--- src/rtl/ifetch_unit.sv ---
// ifetch_unit: instruction fetch sequencer.
// Issues one word fetch at a time, hands the fetched instruction to issue
// under downstream back-pressure, computes the next PC from JAL/branch
// immediates, stalls on JALR until a redirect, and discards in-flight data
// on a flush.
// Optional feature: define BHT_EN to add a 16-entry table of 2-bit
// saturating branch predictors; without it every branch is predicted not taken.
//
// state | meaning
// ------+-------------------------------------------------------------
// IDLE  | no request outstanding; issue a fetch of pc next
// WAIT  | fetch of MC_addr outstanding, deliver on MC_done
// HOLD  | instruction latched, waiting for back-pressure to clear
// DROP  | fetch outstanding after a flush; its data will be discarded
// JWAIT | JALR delivered, no fetching until a redirect arrives
module ifetch_unit (
    input  logic        clk,
    input  logic        rst,
    input  logic        rdy,
    output logic        MC_req,
    output logic [31:0] MC_addr,
    input  logic        MC_done,
    input  logic [31:0] MC_ins,
    input  logic        ROB_full,
    input  logic        RS_full,
    input  logic        LSB_full,
    output logic        IF_ins_sgn,
    output logic [31:0] IF_ins,
    output logic        IF_jump_flag,
    output logic [31:0] IF_jump_pc,
    input  logic        ROB_clear,
    input  logic [31:0] ROB_newpc,
    input  logic        ROB_br_sgn,
    input  logic [31:0] ROB_br_pc,
    input  logic        ROB_br_taken
);

    typedef enum logic [2:0] {
        S_IDLE  = 3'd0,
        S_WAIT  = 3'd1,
        S_HOLD  = 3'd2,
        S_DROP  = 3'd3,
        S_JWAIT = 3'd4
    } state_t;

    localparam logic [6:0] OP_JAL    = 7'b1101111;
    localparam logic [6:0] OP_JALR   = 7'b1100111;
    localparam logic [6:0] OP_BRANCH = 7'b1100011;
    localparam logic [6:0] OP_AUIPC  = 7'b0010111;

    state_t      state_q, state_d;
    logic [31:0] pc_q, pc_d;
    logic        mc_req_q, mc_req_d;
    logic [31:0] mc_addr_q, mc_addr_d;
    logic        if_ins_sgn_q, if_ins_sgn_d;
    logic [31:0] if_ins_q, if_ins_d;
    logic        if_jump_flag_q, if_jump_flag_d;
    logic [31:0] if_jump_pc_q, if_jump_pc_d;

    logic        back_pressure;
    logic        pred_taken;
    logic        deliver;
    logic [31:0] del_ins;
    logic [6:0]  opcode;
    logic        is_jal, is_jalr, is_branch, is_auipc;
    logic [31:0] j_imm, b_imm;
    logic [31:0] pc_plus4, pc_jal, pc_br;
    logic [31:0] next_pc, jump_pc_val;
    logic        jump_flag_val;

    assign back_pressure = ROB_full | RS_full | LSB_full;

`ifdef BHT_EN
    logic [1:0] bht_q [16];
    logic [1:0] bht_d [16];
    logic [3:0] upd_idx;
    logic       unused_br_pc;

    assign upd_idx      = ROB_br_pc[5:2];
    assign unused_br_pc = ^{ROB_br_pc[31:6], ROB_br_pc[1:0]};
    // Lookup reads the registered table, so a same-cycle update is not visible yet.
    assign pred_taken   = bht_q[pc_q[5:2]][1];

    // Saturating counter update for the committed branch.
    always_comb begin
        for (int i = 0; i < 16; i++) begin
            bht_d[i] = bht_q[i];
        end
        if (ROB_br_sgn) begin
            if (ROB_br_taken && bht_q[upd_idx] != 2'b11) begin
                bht_d[upd_idx] = bht_q[upd_idx] + 2'd1;
            end else if (!ROB_br_taken && bht_q[upd_idx] != 2'b00) begin
                bht_d[upd_idx] = bht_q[upd_idx] - 2'd1;
            end
        end
    end

    // Predictor table storage; weakly not-taken after reset, frozen while rdy is low.
    always_ff @(posedge clk or negedge rst) begin
        if (!rst) begin
            for (int i = 0; i < 16; i++) begin
                bht_q[i] <= 2'b01;
            end
        end else if (rdy) begin
            for (int i = 0; i < 16; i++) begin
                bht_q[i] <= bht_d[i];
            end
        end
    end
`else
    logic unused_br;

    assign unused_br  = ^{ROB_br_sgn, ROB_br_pc, ROB_br_taken};
    assign pred_taken = 1'b0;
`endif

    // Decode the instruction being delivered and derive next PC and companion PC.
    always_comb begin
        del_ins   = (state_q == S_HOLD) ? if_ins_q : MC_ins;
        opcode    = del_ins[6:0];
        is_jal    = (opcode == OP_JAL);
        is_jalr   = (opcode == OP_JALR);
        is_branch = (opcode == OP_BRANCH);
        is_auipc  = (opcode == OP_AUIPC);
        j_imm     = {{11{del_ins[31]}}, del_ins[31], del_ins[19:12], del_ins[20],
                     del_ins[30:21], 1'b0};
        b_imm     = {{19{del_ins[31]}}, del_ins[31], del_ins[7], del_ins[30:25],
                     del_ins[11:8], 1'b0};
        pc_plus4  = pc_q + 32'd4;
        pc_jal    = pc_q + j_imm;
        pc_br     = pc_q + b_imm;

        jump_flag_val = is_branch & pred_taken;

        next_pc = pc_plus4;
        if (is_jal) begin
            next_pc = pc_jal;
        end else if (is_jalr) begin
            next_pc = pc_q;
        end else if (jump_flag_val) begin
            next_pc = pc_br;
        end

        // Branches carry the address to recover to if the prediction is wrong.
        jump_pc_val = pc_plus4;
        if (is_auipc) begin
            jump_pc_val = pc_q;
        end else if (is_branch) begin
            jump_pc_val = pred_taken ? pc_plus4 : pc_br;
        end
    end

    // Next-state logic; a flush overrides every other event.
    always_comb begin
        state_d        = state_q;
        pc_d           = pc_q;
        mc_req_d       = mc_req_q;
        mc_addr_d      = mc_addr_q;
        if_ins_sgn_d   = 1'b0;
        if_ins_d       = if_ins_q;
        if_jump_flag_d = if_jump_flag_q;
        if_jump_pc_d   = if_jump_pc_q;
        deliver        = 1'b0;

        if (ROB_clear) begin
            pc_d = ROB_newpc;
            case (state_q)
                S_WAIT: begin
                    // Without a completion the request is still in flight and must be drained.
                    if (MC_done) begin
                        state_d  = S_IDLE;
                        mc_req_d = 1'b0;
                    end else begin
                        state_d  = S_DROP;
                    end
                end
                S_DROP: begin
                    if (MC_done) begin
                        state_d  = S_IDLE;
                        mc_req_d = 1'b0;
                    end
                end
                default: begin
                    state_d  = S_IDLE;
                    mc_req_d = 1'b0;
                end
            endcase
        end else begin
            case (state_q)
                S_IDLE: begin
                    mc_req_d  = 1'b1;
                    mc_addr_d = pc_q;
                    state_d   = S_WAIT;
                end
                S_WAIT: begin
                    if (MC_done) begin
                        if_ins_d = MC_ins;
                        if (back_pressure) begin
                            state_d  = S_HOLD;
                            mc_req_d = 1'b0;
                        end else begin
                            deliver  = 1'b1;
                        end
                    end
                end
                S_HOLD: begin
                    if (!back_pressure) begin
                        deliver = 1'b1;
                    end
                end
                S_DROP: begin
                    if (MC_done) begin
                        state_d  = S_IDLE;
                        mc_req_d = 1'b0;
                    end
                end
                S_JWAIT: begin
                    state_d = S_JWAIT;
                end
                default: begin
                    state_d  = S_IDLE;
                    mc_req_d = 1'b0;
                end
            endcase

            // Delivery launches the next fetch on the same edge, except after JALR.
            if (deliver) begin
                if_ins_sgn_d   = 1'b1;
                if_jump_flag_d = jump_flag_val;
                if_jump_pc_d   = jump_pc_val;
                pc_d           = next_pc;
                if (is_jalr) begin
                    state_d  = S_JWAIT;
                    mc_req_d = 1'b0;
                end else begin
                    state_d   = S_WAIT;
                    mc_req_d  = 1'b1;
                    mc_addr_d = next_pc;
                end
            end
        end
    end

    // State and output registers; everything holds while rdy is low.
    always_ff @(posedge clk or negedge rst) begin
        if (!rst) begin
            state_q        <= S_IDLE;
            pc_q           <= 32'd0;
            mc_req_q       <= 1'b0;
            mc_addr_q      <= 32'd0;
            if_ins_sgn_q   <= 1'b0;
            if_ins_q       <= 32'd0;
            if_jump_flag_q <= 1'b0;
            if_jump_pc_q   <= 32'd0;
        end else if (rdy) begin
            state_q        <= state_d;
            pc_q           <= pc_d;
            mc_req_q       <= mc_req_d;
            mc_addr_q      <= mc_addr_d;
            if_ins_sgn_q   <= if_ins_sgn_d;
            if_ins_q       <= if_ins_d;
            if_jump_flag_q <= if_jump_flag_d;
            if_jump_pc_q   <= if_jump_pc_d;
        end
    end

    assign MC_req       = mc_req_q;
    assign MC_addr      = mc_addr_q;
    // A pulse pending across a freeze is shown once, in the first enabled cycle.
    assign IF_ins_sgn   = if_ins_sgn_q & rdy;
    assign IF_ins       = if_ins_q;
    assign IF_jump_flag = if_jump_flag_q;
    assign IF_jump_pc   = if_jump_pc_q;

endmodule

--- config.mk ---
export PLATFORM = sky130hd
export DESIGN_NAME = ifetch_unit
export DESIGN_NICKNAME = d
export VERILOG_FILES = /design/src/rtl/ifetch_unit.sv
export SDC_FILE = /design/constraint.sdc
export NUM_CORES = 1
export LEC_CHECK = 0
export CAP_MARGIN = 30
export CORE_MARGIN = 3
export CORE_UTILIZATION = 49
export CTS_BUF_LIST = sky130_fd_sc_hd__clkbuf_4 sky130_fd_sc_hd__clkbuf_8
export CTS_CLUSTER_DIAMETER = 120
export CTS_CLUSTER_SIZE = 14
export DETAILED_ROUTE_END_ITERATION = 10
export PLACE_DENSITY = 0.79
export SETUP_SLACK_MARGIN = 0.2
export SLEW_MARGIN = 20
export SYNTH_ARGS = -nofsm -noshare
export SYNTH_HDL_FRONTEND = slang
export SYNTH_SLANG_ARGS = --single-unit
--- constraint.sdc ---
create_clock -name clk -period 4.2 [get_ports clk]
set_input_delay 1.26 -clock clk [delete_from_list [all_inputs] [get_ports clk]]
set_output_delay 1.26 -clock clk [all_outputs]
set_load 0.005 [all_outputs]
==> impl_metrics.py <==
metrics = {
    "die": {
        "core_um2": 21100,
        "placement_rows": 53,
        "initial_cell_density_of_the_core_pct": 50.2,
        "die_w_um": 153,
        "io_pins": 205,
        "die_outline_area_um2": 23400,
        "fp.dieH_um": 153,
    },
    "detailed_routing": {
        "drt_pass1_iterations": 8,
        "count_of_unresolved_drc_violations_after_routing": 0,
        "vias_per_cell": 6.28,
        "drt-initial-drc-count": 1536,
        "detail_route.wirelength_um": 39700,
        "route.vias.total": 11900,
        "antenna_left": 0,
        "detail_route.wl_per_cell_um": 20.9,
    },
    "setup_path": {
        "startpoint_type": "input pin",
        "cp.required_ps": 4550,
        "worst-setup-path-type": "input pin to flop",
        "endpoint_kind": "flop",
        "worst_path_cell_trace": "clkdlybuf4s50_1 -> nand2_1 -> nand2_4 -> buf_6 -> ha_1 -> a21o_1 -> a2111oi_4 -> o21ai_2 -> a2111oi_2 -> buf_4 -> buf_4 -> o31ai_1 -> xor2_1 -> a21oi_2 -> o21ai_1",
        "r2r-end": "IF_jump_pc[26]$_DFFE_PN0P_",
        "setup.reg_to_reg.worst_slack_ps": 370,
        "slowest_stage": "clkdlybuf4s50_1",
        "crit_top_cell": "buf_4",
        "cp.arrival_ps": 4230,
        "worst-path-max-fanout": 7,
        "rr_worst_depth": 16,
        "r2r_start": "state_q[0]$_DFFE_PN0P_",
        "cpPeakStageDelay_ps": 480,
    },
    "yosys": {
        "syn-cell-area_um2": 10600,
        "synth_ff_type": "dfrtp_1",
        "synth_cell_types": 82,
        "yosysWarningCount": 0,
        "synthesis.nets": 1503,
        "postSynthCellCount": 1348,
        "yosys_register_bits": 133,
        "synth_async_sr_flop_share_pct": 100,
        "synth.yosys.seq_area_share_pct": 31.5,
        "number_of_synthesized_flops_with_an_enable_pin": 0,
        "post_synth.cell_area_avg_um2": 7.85,
    },
    "min_path": {
        "min-delay-path-class": "flop to flop",
        "worstHoldEndpoint": "IF_jump_pc[23]$_DFFE_PN0P_",
        "hold_path_startpoint": "IF_jump_pc[23]$_DFFE_PN0P_",
        "min_delay_path_depth": 2,
    },
    "timing": {
        "final_hold_viol_count": 0,
        "fmaxAchievable_mhz": 258,
        "timing.hold.ws_ps": 475,
        "final.setup.tns_ps": 0,
        "grt_setup_unrepaired": "true",
        "timing_max_transition_violations_final": 0,
        "finalCritPeriodShare_pct": 92.4,
        "min_period_ps": 3880,
        "finalSetupViolCount": 0,
        "clock_skew_ps": 31.9,
        "relSlewSlack_pct": 42.8,
        "worstMarginPinSlew_ps": 857,
    },
    "global_route": {
        "grt_max_degree": 80,
        "overflow": 0,
        "first_global_vias": 11300,
        "grt_pass1_wl_um": 61600,
        "antenna_found_initial": 0,
        "global_route_usage_over_all_layers_pct": 32.6,
    },
    "cells_and_area": {
        "sequential_cell_area_um2": 3330,
        "final_layout_size_suffix_gt1_share_pct": 19.0,
        "design.final.nets": 1767,
        "antenna-diode-count": 0,
        "n_fill_cell": 1736,
        "multi_input_area_um2": 7030,
        "syn_to_final_growth_pct": 35.2,
    },
    "run": {
        "drv.max_cap_violation_count": 0,
    },
    "clocking": {
        "numClockSinks": 133,
        "cts.clk_slew.worst_paths_ps": 90,
        "clk-insertion-delay-late_ps": 490,
        "clock_tree_from_tritoncts": "yes",
        "cts_htree_levels": 4,
        "cts_root_buf": "clkbuf_8",
        "cts_made_buffers": 17,
        "max-clock-path-buffers": 2,
    },
    "outcome": {
        "outcome": "complete, no violations",
    },
    "place": {
        "hpwlAfterDp_um": 29300,
        "globalplace.congestion": 1.02,
        "port_buffers": 169,
    },
    "pwr": {
        "irDropWorstVdd_mv": 0.373,
        "p_leak_uw": 0.00622,
        "power_per_unit_of_standard_cell_area_nw_per_um2": 668,
    },
}
==> stage by stage <==
stage,std cells,total power [uW],worst slack (ps),cell area [um^2],utilization [%]
6_report,1900,9550,318,14300,67.8
5_1_grt,1900,10100,107,14300,67.8
4_1_cts,1892,9200,199,14000,66.6
3_5_place_dp,1859,7800,-550,13500,64.1
3_3_place_gp,1857,7650,-657,13500,64.0
2_1_floorplan,1348,5130,301,10600,-
==> how the worst max path moves through the flow <==
stage / start / to / slack (ps) / cells past startpoint
floorplan: MC_ins[31] / MC_addr[29]$_DFFE_PN0P_ / 300 / 13
global placement: MC_ins[21] / MC_addr[29]$_DFFE_PN0P_ / -660 / 17
detailed placement: MC_ins[31] / IF_jump_pc[26]$_DFFE_PN0P_ / -550 / 15
CTS: MC_ins[8] / IF_jump_pc[31]$_DFFE_PN0P_ / 200 / 15
global route: MC_ins[23] / pc_q[26]$_DFFE_PN0P_ / 110 / 16
finish: MC_ins[31] / IF_jump_pc[26]$_DFFE_PN0P_ / 320 / 15
==> cell families (layout without fill, tap and decap cells) <==
logic type               after synthesis  count (layout)  synth area share, %
AO/OA/AOI/OAI                        493             493                 28.9
adder cells (fa/ha/maj)               49              49                 5.94
multiplexers                          49              49                 5.06
other                                  1               1               0.0355
AND/OR/NAND/NOR                      458             458                 19.9
flip-flops                           133             133                 31.5
buffers and inverters                114             391                 4.52
XOR/XNOR                              51              51                 4.22
==> critical path: cells and delay by family <==
family,cells,cell delay [ps]
compound gates,7,1440
xor+xnor,1,160
buf+inv,4,900
simple gates,2,210
fa+ha+maj,1,250
==> cell usage in the layout, fill, tap and decap left out, drive strengths merged, types with 12 or more instances in the layout <==
cell | netlist | routed
inv | 15 | 20
and3 | 18 | 18
nand2 | 205 | 205
nand4 | 16 | 16
a31oi | 17 | 17
xnor2 | 29 | 29
nand3 | 36 | 36
nor3 | 17 | 17
clkdlybuf4s50 | 0 | 167
mux2 | 36 | 36
a211oi | 20 | 20
ha | 47 | 47
o22ai | 49 | 49
buf | 35 | 175
xor2 | 22 | 22
clkbuf | 63 | 19
o31ai | 12 | 12
o32ai | 14 | 14
o21ai | 108 | 108
a21oi | 163 | 163
a21o | 29 | 29
nor2 | 107 | 107
mux2i | 13 | 13
dfrtp | 133 | 133
==> registers in the layout, indices dropped and copies added (netlist names) <==
signal	cells
IF_ins	32
pc_q	32
MC_addr	32
state_q	3
IF_jump_pc	32
MC_req	1
if_ins_sgn_q	1
==> synthesized netlist by cell type, types with 8 or more instances <==
cell | instances | area, um^2
ha_1 | 47 | 588
clkbuf_1 | 62 | 233
mux2i_1 | 13 | 130
o211ai_1 | 9 | 67.6
nor3_1 | 17 | 85.1
mux2_2 | 36 | 405
or3_1 | 10 | 62.6
o21ai_0 | 88 | 440
nand4_1 | 15 | 93.8
dfrtp_1 | 133 | 3330
and3_1 | 18 | 113
o22ai_1 | 49 | 307
a31oi_1 | 17 | 106
buf_2 | 21 | 105
xnor2_1 | 29 | 254
nand3_1 | 36 | 180
o21ai_1 | 19 | 95.1
a21oi_1 | 163 | 816
o31ai_1 | 12 | 90.1
xor2_1 | 22 | 193
o32ai_1 | 14 | 123
inv_1 | 15 | 56.3
a211oi_1 | 19 | 143
nand2_1 | 204 | 766
or2_2 | 8 | 50.1
and2_1 | 9 | 56.3
o21a_1 | 11 | 82.6
buf_1 | 9 | 33.8
a21o_1 | 29 | 218
nor2_1 | 107 | 402
==> repair_timing <==
| action | in CTS | in global routing |
|---|---|---|
| pin swaps | 4 | 27 |
| gates resized for setup | 13 | 42 |
| setup endpoints to repair | 29 | 44 |
| gates cloned | 0 | 0 |
| hold buffers | 0 | 0 |
| setup buffers | 1 | 8 |
==> layout make-up <==
type | instances | share of cell area, %
clock buffers | 19 | 1.74
clock inverters | 13 | 1.37
inverters | 16 | 0.420
multi-input cells | 1101 | 49.2
flip-flops and latches | 133 | 23.3
well taps | 275 | 2.41
repair buffers | 343 | 21.6
==> layer usage <==
metal  GRT usage [%]  wire length (um)  vias up
met3            6.88              4510       95
met1            47.1             16400     5622
li1                -                 -     5486
met4            10.8              1320        0
met2            49.0             17400      731
met5               0                 0        -
==> power breakdown <==
part	switching, uW	leakage [uW]	internal (uW)
Combinational	2910	0.00439	3020
Sequential	549	0.00161	1790
Clock	611	0.000220	672
Note: power is estimated with default switching activity, not from simulation.
